`src/rtl/alu_issue_unit.sv`:
```
// Execute-stage issuer: decodes one RV32 ALU/branch instruction, drives the
// external combinational ALU from registers, captures its result one cycle
// later and presents it over a valid/ready handshake to writeback/fetch.
//
// state | meaning
// IDLE  | no instruction in flight, ready to accept
// EXEC  | ALU operands driven, result captured on the next edge
// DONE  | result presented, waiting for out_ready
module alu_issue_unit #(
   parameter int XLEN = 32
) (
   input  logic            clk,
   input  logic            rst,
   input  logic            in_valid,
   output logic            in_ready,
   input  logic [6:0]      in_opcode,
   input  logic [2:0]      in_funct3,
   input  logic            in_funct7_5,
   input  logic [XLEN-1:0] in_rs1,
   input  logic [XLEN-1:0] in_rs2,
   input  logic [XLEN-1:0] in_imm,
   input  logic [4:0]      in_rd,
   output logic [XLEN-1:0] alu_a,
   output logic [XLEN-1:0] alu_b,
   output logic [4:0]      alu_sel,
   input  logic [XLEN-1:0] alu_out,
   input  logic            alu_zero,
   output logic            out_valid,
   input  logic            out_ready,
   output logic [XLEN-1:0] out_result,
   output logic [4:0]      out_rd,
   output logic            out_we,
   output logic            out_branch,
   output logic            out_taken,
   output logic            out_illegal
);

   localparam logic [4:0] SEL_ADD = 5'b00000;
   localparam logic [4:0] SEL_SUB = 5'b00010;
   localparam logic [4:0] SEL_AND = 5'b11100;
   localparam logic [4:0] SEL_XOR = 5'b10000;
   localparam logic [4:0] SEL_SLL = 5'b00100;
   localparam logic [4:0] SEL_SRL = 5'b10100;
   localparam logic [4:0] SEL_SRA = 5'b10110;

   localparam logic [6:0] OP_R   = 7'b0110011;
   localparam logic [6:0] OP_I   = 7'b0010011;
   localparam logic [6:0] OP_BR  = 7'b1100011;

   typedef enum logic [1:0] {IDLE, EXEC, DONE} state_t;

   state_t          state;
   logic            accept;
   logic            is_r, is_i;
   logic [XLEN-1:0] operand;
   logic            dec_legal, dec_we, dec_branch, dec_bne;
   logic [4:0]      dec_sel;
   logic [XLEN-1:0] dec_b;
   logic            pend_we, pend_branch, pend_bne, pend_illegal;
   logic [4:0]      pend_rd;

   assign in_ready = !rst && (state == IDLE || (state == DONE && out_ready));
   assign accept   = in_valid && in_ready;

   // Decode opcode/funct3/funct7_5 into ALU select, operand B and writeback flags
   always_comb begin
      dec_legal  = 1'b0;
      dec_sel    = SEL_ADD;
      dec_b      = '0;
      dec_we     = 1'b0;
      dec_branch = 1'b0;
      dec_bne    = 1'b0;
      is_r       = (in_opcode == OP_R);
      is_i       = (in_opcode == OP_I);
      operand    = is_r ? in_rs2 : in_imm;
      if (is_r || is_i) begin
         dec_legal = 1'b1;
         dec_b     = operand;
         case (in_funct3)
            3'b000: dec_sel = (is_r && in_funct7_5) ? SEL_SUB : SEL_ADD;
            3'b001: begin
               dec_sel = SEL_SLL;
               dec_b   = {{(XLEN-5){1'b0}}, operand[4:0]};
            end
            3'b100: dec_sel = SEL_XOR;
            3'b101: begin
               dec_sel = in_funct7_5 ? SEL_SRA : SEL_SRL;
               dec_b   = {{(XLEN-5){1'b0}}, operand[4:0]};
            end
            3'b111: dec_sel = SEL_AND;
            default: dec_legal = 1'b0;
         endcase
         dec_we = dec_legal && (in_rd != 5'd0);
      end else if (in_opcode == OP_BR && (in_funct3 == 3'b000 || in_funct3 == 3'b001)) begin
         dec_legal  = 1'b1;
         dec_sel    = SEL_SUB;
         dec_b      = in_rs2;
         dec_branch = 1'b1;
         dec_bne    = in_funct3[0];
      end
      // Illegal encodings run a harmless 0+0 through the ALU
      if (!dec_legal) begin
         dec_sel = SEL_ADD;
         dec_b   = '0;
      end
   end

   // Issue/capture FSM with registered ALU drive and result payload
   always_ff @(posedge clk) begin
      if (rst) begin
         state        <= IDLE;
         alu_a        <= '0;
         alu_b        <= '0;
         alu_sel      <= '0;
         pend_we      <= 1'b0;
         pend_branch  <= 1'b0;
         pend_bne     <= 1'b0;
         pend_illegal <= 1'b0;
         pend_rd      <= '0;
         out_valid    <= 1'b0;
         out_result   <= '0;
         out_rd       <= '0;
         out_we       <= 1'b0;
         out_branch   <= 1'b0;
         out_taken    <= 1'b0;
         out_illegal  <= 1'b0;
      end else begin
         if (accept) begin
            alu_a        <= dec_legal ? in_rs1 : '0;
            alu_b        <= dec_b;
            alu_sel      <= dec_sel;
            pend_we      <= dec_we;
            pend_branch  <= dec_branch;
            pend_bne     <= dec_bne;
            pend_illegal <= !dec_legal;
            pend_rd      <= in_rd;
         end
         case (state)
            IDLE: if (accept) state <= EXEC;
            EXEC: begin
               out_result  <= pend_illegal ? '0 : alu_out;
               out_rd      <= pend_rd;
               out_we      <= pend_we;
               out_branch  <= pend_branch;
               out_taken   <= pend_branch && (pend_bne ? !alu_zero : alu_zero);
               out_illegal <= pend_illegal;
               out_valid   <= 1'b1;
               state       <= DONE;
            end
            DONE: begin
               if (out_ready) begin
                  out_valid <= 1'b0;
                  state     <= accept ? EXEC : IDLE;
               end
            end
            default: state <= IDLE;
         endcase
      end
   end

endmodule

```
`config.mk`:
```
export PLATFORM = sky130hd
export DESIGN_NAME = alu_issue_unit
export DESIGN_NICKNAME = d
export VERILOG_FILES = /design/src/rtl/alu_issue_unit.sv
export SDC_FILE = /design/constraint.sdc
export NUM_CORES = 1
export LEC_CHECK = 0
export ABC_AREA = 1
export BUFFER_PORTS_ARGS = -buffer_cell sky130_fd_sc_hd__buf_2
export CORE_AREA = 2 2 97 136
export CTS_CLUSTER_DIAMETER = 80
export DETAILED_ROUTE_END_ITERATION = 16
export DIE_AREA = 0 0 99 138
export GPL_ROUTABILITY_DRIVEN = 0
export PLACE_DENSITY_LB_ADDON = 0.3
export SLEW_MARGIN = 20
export SYNTH_ARGS = -nofsm -noshare
export SYNTH_HDL_FRONTEND = slang
export SYNTH_SLANG_ARGS = --single-unit
```
`constraint.sdc`:
```
create_clock -name clk -period 1.85 [get_ports clk]
set_input_delay 0.0925 -clock clk [delete_from_list [all_inputs] [get_ports clk]]
set_output_delay 0.0925 -clock clk [all_outputs]
set_load 0.01 [all_outputs]
```
==> results of run 1 <==
registers in the layout (all words and copies together), names as in the netlist, 2 cells and up:
name,count
out_result,32
alu_a,32
pend_rd,5
state,2
alu_sel,4
alu_b,32
out_rd,5
worst max-delay path: cells and delay by family:
family | cells | cell delay [ns]
buffers and inverters | 5 | 1.15
AND/OR/NAND/NOR | 4 | 0.43
AO/OA/AOI/OAI | 2 | 0.31
synth_stat cells, drive strengths merged:
library cell,number,area share [%]
nand2,217,16
dfxtp,121,42
nand3,93,8.6
a21oi,84,10
inv,81,5.3
nor2,54,4.4
a22oi,32,4.2
clkbuf,30,2.0
buf,23,3.6
o21ai,18,1.6
nor3,7,0.81
nand4,2,0.22
conb,1,0.066
o22ai,1,0.11
o41ai,1,0.15
or2,1,0.11
xor2,1,0.15
area by class of cell:
type                       count  area, sq um  share of cell area, %
timing repair buffer         349         2230                   26.5
inverter                      81          304                   3.61
clock inverter                14          175                   2.08
sequential                   121         2420                   28.8
clock buffer                  17          425                   5.05
tap                          153          191                   2.27
multi-input combinational    512         2670                   31.7
per-layer routing:
metal | wire length (um) | track usage, %
met4 | 521 | 10.1
met2 | 9030 | 44.1
met1 | 6840 | 28.7
met5 | 0 | 0
met3 | 1370 | 7.03
timing repair:
item | in CTS | in global routing
buffers inserted | 0 | 3
hold buffers | 74 | 0
endpoints found under the setup margin | 0 | 1
hold endpoints to repair | 75 | 0
through the flow:
step           power (mW)  worst slack [ns]  area [sq um]
3_3_place_gp         3.36             0.257          7030
5_1_grt              7.02            0.0909          8420
6_report             6.77             0.183          8420
3_5_place_dp         3.36             0.205          7030
2_1_floorplan        3.07             0.438          5720
4_1_cts              6.81             0.160          8370
power by group:
group	total, mW	internal [mW]	switching [mW]
clock	3.32	2.12	1.21
sequential	2.70	2.67	0.0294
combinational	0.744	0.345	0.399
worst min path at each step:
stage | from | end | slack [ns] | cells past startpoint
2_1_floorplan | out_ready | out_valid | 0.18 | 1
3_3_place_gp | out_ready | out_valid | 0.29 | 2
3_5_place_dp | out_ready | out_valid | 0.29 | 2
4_1_cts | rst | state[1] | 0.02 | 4
5_1_grt | in_rs2[11] | alu_b[11] | 0.05 | 5
6_report | in_funct3[0] | pend_bne | 0.04 | 3
cell families after synthesis:
family | share of synthesized area, %
DFF | 42.4
buffers and inverters | 10.9
AOI/OAI and AO/OA | 16.2
other | 0.0656
xor gates and xnor gates | 0.153
and+or+nand+nor | 30.3
==> results.txt, run 1 <==
Worst setup startpoint - in_funct3[2]
actual slew at the worst max-slew pin - 0.580 ns
placed insts - 1,138
CP max stage delay - 0.55 ns
Layout Utilization - 67.0%
final hold vios - 0
crit path to - alu_a[14]
Tmin final - 1.67 ns
die area - 0.0137 sq mm
Max VDD drop - 0.439 mV
initial antenna violation count - 0
WL per Instance - 14.2 um
final worst-path cycle share - 90.1%
Core Region - 0.0126 sq mm
largest net degree at the start of global routing - 105
Max-Slew Margin vs Limit - 61.3%
n_diodes - 0
HP Class - input port to register
crit end category - register
crit-path cells - dlygate4sd3_1 > buf_2 > inv_1 > nand2_2 > nor2_8 > nand2_2 > a21oi_4 > buf_4 > clkbuf_16 > nand2_2 > a21oi_2
root buffer cell - clkbuf_16
post-route ant nets - 0
commonest non-fill, non-tap cell in the layout - buf_2
r2r worst-path depth - 7
PortBufs - 259
Die Ht - 138 um
H-tree depth - 4
TritonCTS Buffers - 17
max-cap viol count - 0
outcome - completed
fin nets - 1,231
CP required - 2.19 ns
Area growth syn-to-layout - 47.3%
Clock Tree Buf Depth - 2
FF+latch count, synth - 121
Critical-path top delay cell - dlygate4sd3_1
Crit Path Max Fanout - 19
Cell variety after synth - 31
Worst EP arrival - 2.00 ns
PwrDens - 804 mW/mm^2
CP startpoint kind - input port
Routed WL - 17,800 um
Leak - 4.13 nW
reg2reg start - state[1]
RSZ-0062 raised after global routing - false
CP Class - input port to register
Cells after Synth - 767
# clock sinks - 121
non-filler cells in the finished layout - 1,247
Starting Density - 45.5%
die width - 99 um
first-pass GRT wire length - 28,500 um
CTS tree - yes
Syn Area/Cell - 7.45 sq um
setup TNS - 0 ns
Tot GR Track Use - 25.2%
Slew Limit Fails - 0
syn_nets - 916
skew final - 0.00882 ns
vias per inst - 4.97
share of post-route cells with drive strength above 1 - 37.1%
Pre-antenna DRT Iters - 5
num ports - 261
row cnt - 49
Starting DRT DRC Count - 269
global route overflow - 0
# DRC - 0
register area share after synthesis - 42.4%
R2R Setup Slk - 0.31 ns
YS warnings - 0
most frequent cells in the layout - buf_2 (258), nand2_1 (173), dfxtp_1 (121)
vias - 6,193
Fmax - 600 MHz
Clock Latency Late Sink - 0.41 ns
post-CTS sizing - 0
DP Wirelength - 10,800 um
Worst path most repeated cell - nand2_2
vias in the first global route - 5,970
Synth Cell Area - 0.00572 sq mm
FF-to-FF End - alu_a[24]
Filler cells - 1,019
Worst-path clk slew - 0.06 ns
Setup Viol. Count Final - 0
final hold slack - 0.0440 ns
Note: power is estimated with default switching activity, not from simulation.
==> inputs of run 2 (changes only) <==
--- a/config.mk
+++ b/config.mk
@@ -13,6 +13,7 @@
 export DIE_AREA = 0 0 99 138
 export GPL_ROUTABILITY_DRIVEN = 0
 export PLACE_DENSITY_LB_ADDON = 0.3
+export REMOVE_ABC_BUFFERS = 1
 export SLEW_MARGIN = 20
 export SYNTH_ARGS = -nofsm -noshare
 export SYNTH_HDL_FRONTEND = slang
==> run 2 against run 1 <==
Critical endpoint is now alu_a[18]; clock power down 7.5%; sequential cell count unchanged; worst hold slack worse by 0.017 ns; count of clock-buffer cells in the layout up 2; highest routed layer unchanged; combinational power up 0.7%; first-iteration DRC count up 22%; maximum frequency down 1.0%; global-route usage up 0.57 points; critical path type unchanged; power down 3.7%; setup slack worse by 0.018 ns; routed wire length up 0.94%.
==> results.txt, run 2 (synthesis results as in run 1) <==
outcome - completed
Routed WL - 17,900 um
Final Cell Area - 0.00840 sq mm
placed cell area - 0.00706 sq mm
fin nets - 1,235
final worst-path cycle share - 91.0%
PortBufs - 259
row cnt - 49
skew final - 0.0128 ns
R2R Setup Slk - 0.22 ns
non-filler cells in the finished layout - 1,252
Clock Latency Late Sink - 0.40 ns
vias - 6,212
Leak - 4.12 nW
post-route ant nets - 0
CP required - 2.17 ns
commonest non-fill, non-tap cell in the layout - buf_2
HP Start - rst
Clock Tree Buf Depth - 2
max-cap viol count - 0
vias per inst - 4.96
share of post-route cells with drive strength above 1 - 37.1%
DP Wirelength - 11,100 um
WL per Instance - 14.3 um
Regs by FF count - alu_a: 32 flops, alu_b: 32 flops, out_result: 32 flops
global route overflow - 0
Max-Slew Margin vs Limit - 40.0%
TritonCTS Buffers - 17
Die Ht - 138 um
Crit Path Max Fanout - 28
FF-to-FF End - alu_sel[3]
Worst setup startpoint - in_funct3[2]
RSZ-0062 raised after global routing - true
die width - 99 um
Starting Density - 45.5%
Worst EP arrival - 2.01 ns
final hold vios - 0
num ports - 261
Slew Limit Fails - 0
CTS tree - yes
root buffer cell - clkbuf_16
total power - 6.52 mW
largest net degree at the start of global routing - 79
Tmin final - 1.68 ns
r2r worst-path depth - 8
CP Class - input port to register
HP Class - input port to register
first-pass GRT wire length - 28,900 um
H-tree depth - 4
vias in the first global route - 6,106
CP startpoint kind - input port
placed insts - 1,142
Fmax - 594 MHz
Starting DRT DRC Count - 329
crit end category - register
actual slew at the worst max-slew pin - 0.899 ns
Setup Viol. Count Final - 0
Layout Utilization - 66.9%
Area growth syn-to-layout - 47.0%
initial antenna violation count - 1
Core Region - 0.0126 sq mm
reg2reg start - state[1]
PwrDens - 776 mW/mm^2
Pre-antenna DRT Iters - 5
Worst-path clk slew - 0.05 ns
# clock sinks - 121
# DRC - 0
crit path to - alu_a[18]
most frequent cells in the layout - buf_2 (258), nand2_1 (173), dfxtp_1 (121)
Tot GR Track Use - 25.8%
setup TNS - 0 ns
Max VDD drop - 0.570 mV
die area - 0.0137 sq mm
==> run 2: changes by cell type in the layout (fill, tap and decap cells not counted), sizes merged <==
cell,previous run,this run
clkinv,7,6
buf,274,277
clkbuf,18,19
diode,0,1
bufinv,3,1
dlygate4sd3,74,76
clkinvlp,3,4
==> run 2: stage by stage <==
| step | setup slack, ns | hold WS (ns) |
|---|---|---|
| 2_1_floorplan | -1.12 | 0.155 |
| 3_3_place_gp | 0.222 | 0.290 |
| 3_5_place_dp | 0.193 | 0.290 |
| 4_1_cts | 0.0699 | 0.0157 |
| 5_1_grt | 0.00196 | 0.0287 |
| 6_report | 0.166 | 0.0272 |
==> run 2: how the worst min path moves through the flow <==
stage | endpoint | slack [ns] | cells after the start
6_report | state[1] | 0.03 | 4
5_1_grt | state[1] | 0.03 | 4
4_1_cts | pend_bne | 0.02 | 3
3_5_place_dp | out_valid | 0.29 | 2
3_3_place_gp | out_valid | 0.29 | 2
2_1_floorplan | alu_a[0] | 0.15 | 1
==> run 2: final cells by class <==
| type | instances | area (sq um) |
|---|---|---|
| fill | 1082 | 4170 |
| multi-input combinational | 512 | 2670 |
| sequential | 121 | 2420 |
| timing repair buffer | 353 | 2260 |
| clock buffer | 19 | 443 |
| inverter | 81 | 304 |
| tap | 153 | 191 |
| clock inverter | 12 | 103 |
| antenna | 1 | 2.50 |
==> run 2: timing repair <==
item,CTS,global route
hold buffers,76,0
gates resized for setup,0,1
setup endpoints to repair,0,59
endpoints found under the hold margin,74,0
setup buffers,0,2
==> run 2: where the power goes <==
part,switching [mW],internal [mW],leakage [nW]
registers,0.0320,2.67,0.980
clock network,1.20,1.87,0.261
logic,0.400,0.349,2.88
total,1.63,4.89,4.12
==> run 2: layer usage <==
layer / routed length [um] / track usage, % / vias to the layer above
met5: 0 / 0 / -
met4: 646 / 12.7 / 0
met3: 1140 / 7.03 / 52
met2: 9310 / 44.6 / 244
met1: 6830 / 28.8 / 2814
li1: - / - / 3102
==> run 2: worst max-delay path: stages <==
cell and delay, ns:
dlygate4sd3_1 0.54, buf_2 0.15, inv_1 0.11, nand2_2 0.11
nor2_8 0.16, nand2_2 0.10, a21oi_4 0.16, buf_12 0.14
buf_12 0.19, nand2_1 0.09, a21oi_1 0.13
==> inputs of run 3 (changes only) <==
--- a/config.mk
+++ b/config.mk
@@ -5,12 +5,12 @@
 export SDC_FILE = /design/constraint.sdc
 export NUM_CORES = 1
 export LEC_CHECK = 0
-export ABC_AREA = 1
+export ABC_AREA = 0
 export BUFFER_PORTS_ARGS = -buffer_cell sky130_fd_sc_hd__buf_2
-export CORE_AREA = 2 2 97 136
+export CORE_AREA = 2 2 90 127
 export CTS_CLUSTER_DIAMETER = 80
 export DETAILED_ROUTE_END_ITERATION = 16
-export DIE_AREA = 0 0 99 138
+export DIE_AREA = 0 0 92 129
 export GPL_ROUTABILITY_DRIVEN = 0
 export PLACE_DENSITY_LB_ADDON = 0.3
 export REMOVE_ABC_BUFFERS = 1
==> run 3 against run 2 <==
Combinational power down 1%; power increased by 5.3%; sequential power barely moved; critical path type is now register to register; clock skew fell by 0.0039 ns; design area fell by 2.5%; synthesized cell count decreased by 41%; routed wire length decreased by 1.6%; critical endpoint is now alu_b[18].
==> results.txt, run 3 <==
outcome - completed
asr flop ratio synth - 0%
Worst EP arrival - 2.15 ns
placed cell area - 0.00614 sq mm
non-filler cells in the finished layout - 998
multiplexer area fraction after synthesis - 0%
PortBufs - 259
num ports - 261
# clock sinks - 121
Core Region - 0.0107 sq mm
WHS Path Cells - 3
largest area contributor in the netlist - dfxtp_1
Die Ht - 129 um
CP max stage delay - 0.52 ns
Final Cell Area - 0.00820 sq mm
CP Class - register to register
Starting DRT DRC Count - 211
H-tree depth - 4
Tmin final - 1.82 ns
Slew Limit Fails - 0
root buffer cell - clkbuf_16
Critical-path top delay cell - or4b_4
vias - 5,284
HP Start - in_rs2[8]
area of the multi-input gates - 0.00208 sq mm
vias in the first global route - 5,402
Area growth syn-to-layout - 76.1%
Regs by FF count - alu_a: 32 flops, alu_b: 32 flops, out_result: 32 flops
# DRC - 0
Filler cells - 685
placed insts - 830
Post-Synth XOR/XNOR Area - 0.188%
CP startpoint kind - register
die area - 0.0119 sq mm
final hold slack - 0.0212 ns
commonest non-fill, non-tap cell in the layout - buf_2
Syn Area/Cell - 10.2 sq um
FF-to-FF End - alu_b[18]
Clock Latency Late Sink - 0.41 ns
CTS tree - yes
final worst-path cycle share - 98.2%
Fmax - 551 MHz
Pre-antenna DRT Iters - 5
register area share after synthesis - 52.1%
first-pass GRT wire length - 26,700 um
actual slew at the worst max-slew pin - 0.672 ns
Max-Slew Margin vs Limit - 55.1%
HP Class - input port to register
TritonCTS Buffers - 17
global route overflow - 0
WL per Instance - 17.7 um
fin worst setup slack - 0.0336 ns
Cells after Synth - 456
Hold EP - alu_b[8]
skew final - 0.00893 ns
Leak - 3.57 nW
register cell area after layout - 0.00242 sq mm
Setup Viol. Count Final - 0
fin nets - 992
FF+latch count, synth - 121
final hold vios - 0
largest net degree at the start of global routing - 57
Post-synth EDFFs - 0
post-route ant nets - 0
largest family of logic cells by synthesized area - compound AO/OA/AOI/OAI gates
top-count cell post-synth - dfxtp_1
row cnt - 45
Crit Path Max Fanout - 16
Synth top area share - 52.1%
YS warnings - 0
Post-Synth Simple-Gate Area - 15.5%
CP required - 2.19 ns
Placement Setup Slack - 0.0421 ns
most frequent cells in the layout - buf_2 (259), dlygate4sd3_1 (131), dfxtp_1 (121)
share of post-route cells with drive strength above 1 - 40.0%
Cell variety after synth - 39
Worst-path clk slew - 0.06 ns
Starting Density - 43.5%
Compound-Gate Fraction of Synth Area - 27.8%
Clock Tree Buf Depth - 2
Max VDD drop - 0.648 mV
ranking of synthesized cells by area - dfxtp_1 (52%), a22o_1 (6.6%), o2bb2ai_2 (6.5%), a21oi_1 (5.4%), nand2_1 (5.2%)
crit end category - register
Routed WL - 17,600 um
die width - 92 um
Top FF cell, synth - dfxtp_1
DP Wirelength - 10,100 um
PwrDens - 838 mW/mm^2
max-cap viol count - 0
RSZ-0062 raised after global routing - true
r2r worst-path depth - 5
Tot GR Track Use - 28.5%
Adder-Cell Fraction of Synth Area - 0%
vias per inst - 5.29
Synth Cell Area - 0.00465 sq mm
initial antenna violation count - 0
crit-path cells - nor2b_4 > or4b_4 > or3_4 > clkbuf_16 > o2bb2ai_2
Synth top cells by count - dfxtp_1 (121), nand2_1 (65), a21oi_1 (50)
R2R Setup Slk - 0.03 ns
setup TNS - 0 ns
reg2reg start - state[1]
run 3: worst max-delay path: cells and delay by family, from the launching register on:
kind                   cells  cell delay [ns]
AOI/OAI and AO/OA          1             0.15
buffers and inverters      1             0.21
DFF                        1             0.31
and+or+nand+nor            3             1.08
run 3: repair_timing:
| item | in CTS | in global routing |
|---|---|---|
| gates resized for setup | 0 | 5 |
| hold buffers | 131 | 0 |
| endpoints found under the hold margin | 105 | 0 |
| buffers inserted | 0 | 1 |
| setup endpoints to repair | 0 | 35 |
run 3: power by group:
group          total (mW)  switching [mW]  internal (mW)
Clock                3.44            1.16           2.28
Combinational       0.739           0.338          0.402
Sequential           2.68          0.0240           2.66
run 3: worst max-delay path by stage:
stage | startpoint | end
floorplan | state[1] | alu_a[0]
global route | state[1] | alu_a[25]
global placement | state[1] | alu_b[31]
CTS | state[1] | alu_b[24]
finish | state[1] | alu_b[18]
detailed placement | state[1] | alu_b[7]
run 3: kinds of logic (layout without fill, tap and decap cells):
| logic type | Yosys count | in the layout |
|---|---|---|
| simple gates | 131 | 131 |
| xor+xnor | 1 | 1 |
| other cells | 1 | 2 |
| flops | 121 | 121 |
| buf+inv | 45 | 445 |
| compound gates | 157 | 157 |
run 3: layer usage:
metal	vias up	part of all wire, %	track usage, %	routed length (um)
met4	0	3.9	14.4	680
met5	-	0	0	0
met3	57	9.2	9.78	1620
met2	299	50	49.2	8750
li1	2463	-	-	-
met1	2465	37	31.0	6590
run 3: layout make-up:
type	count	share of cell area, %
clock buffers	20	5.45
multi-input cells	290	25.4
repair buffers	411	35.2
diodes	1	0.0305
well taps	141	2.15
flip-flops and latches	121	29.6
clock inverters	12	2.12
inverters	2	0.0916
run 3: stage by stage:
| stage | util [%] | power, mW |
|---|---|---|
| CTS | 75.4 | 6.87 |
| detailed placement | 57.4 | 3.25 |
| global route | 76.6 | 7.11 |
| global placement | 57.4 | 3.23 |
| floorplan | - | 2.93 |
| finish | 76.6 | 6.86 |
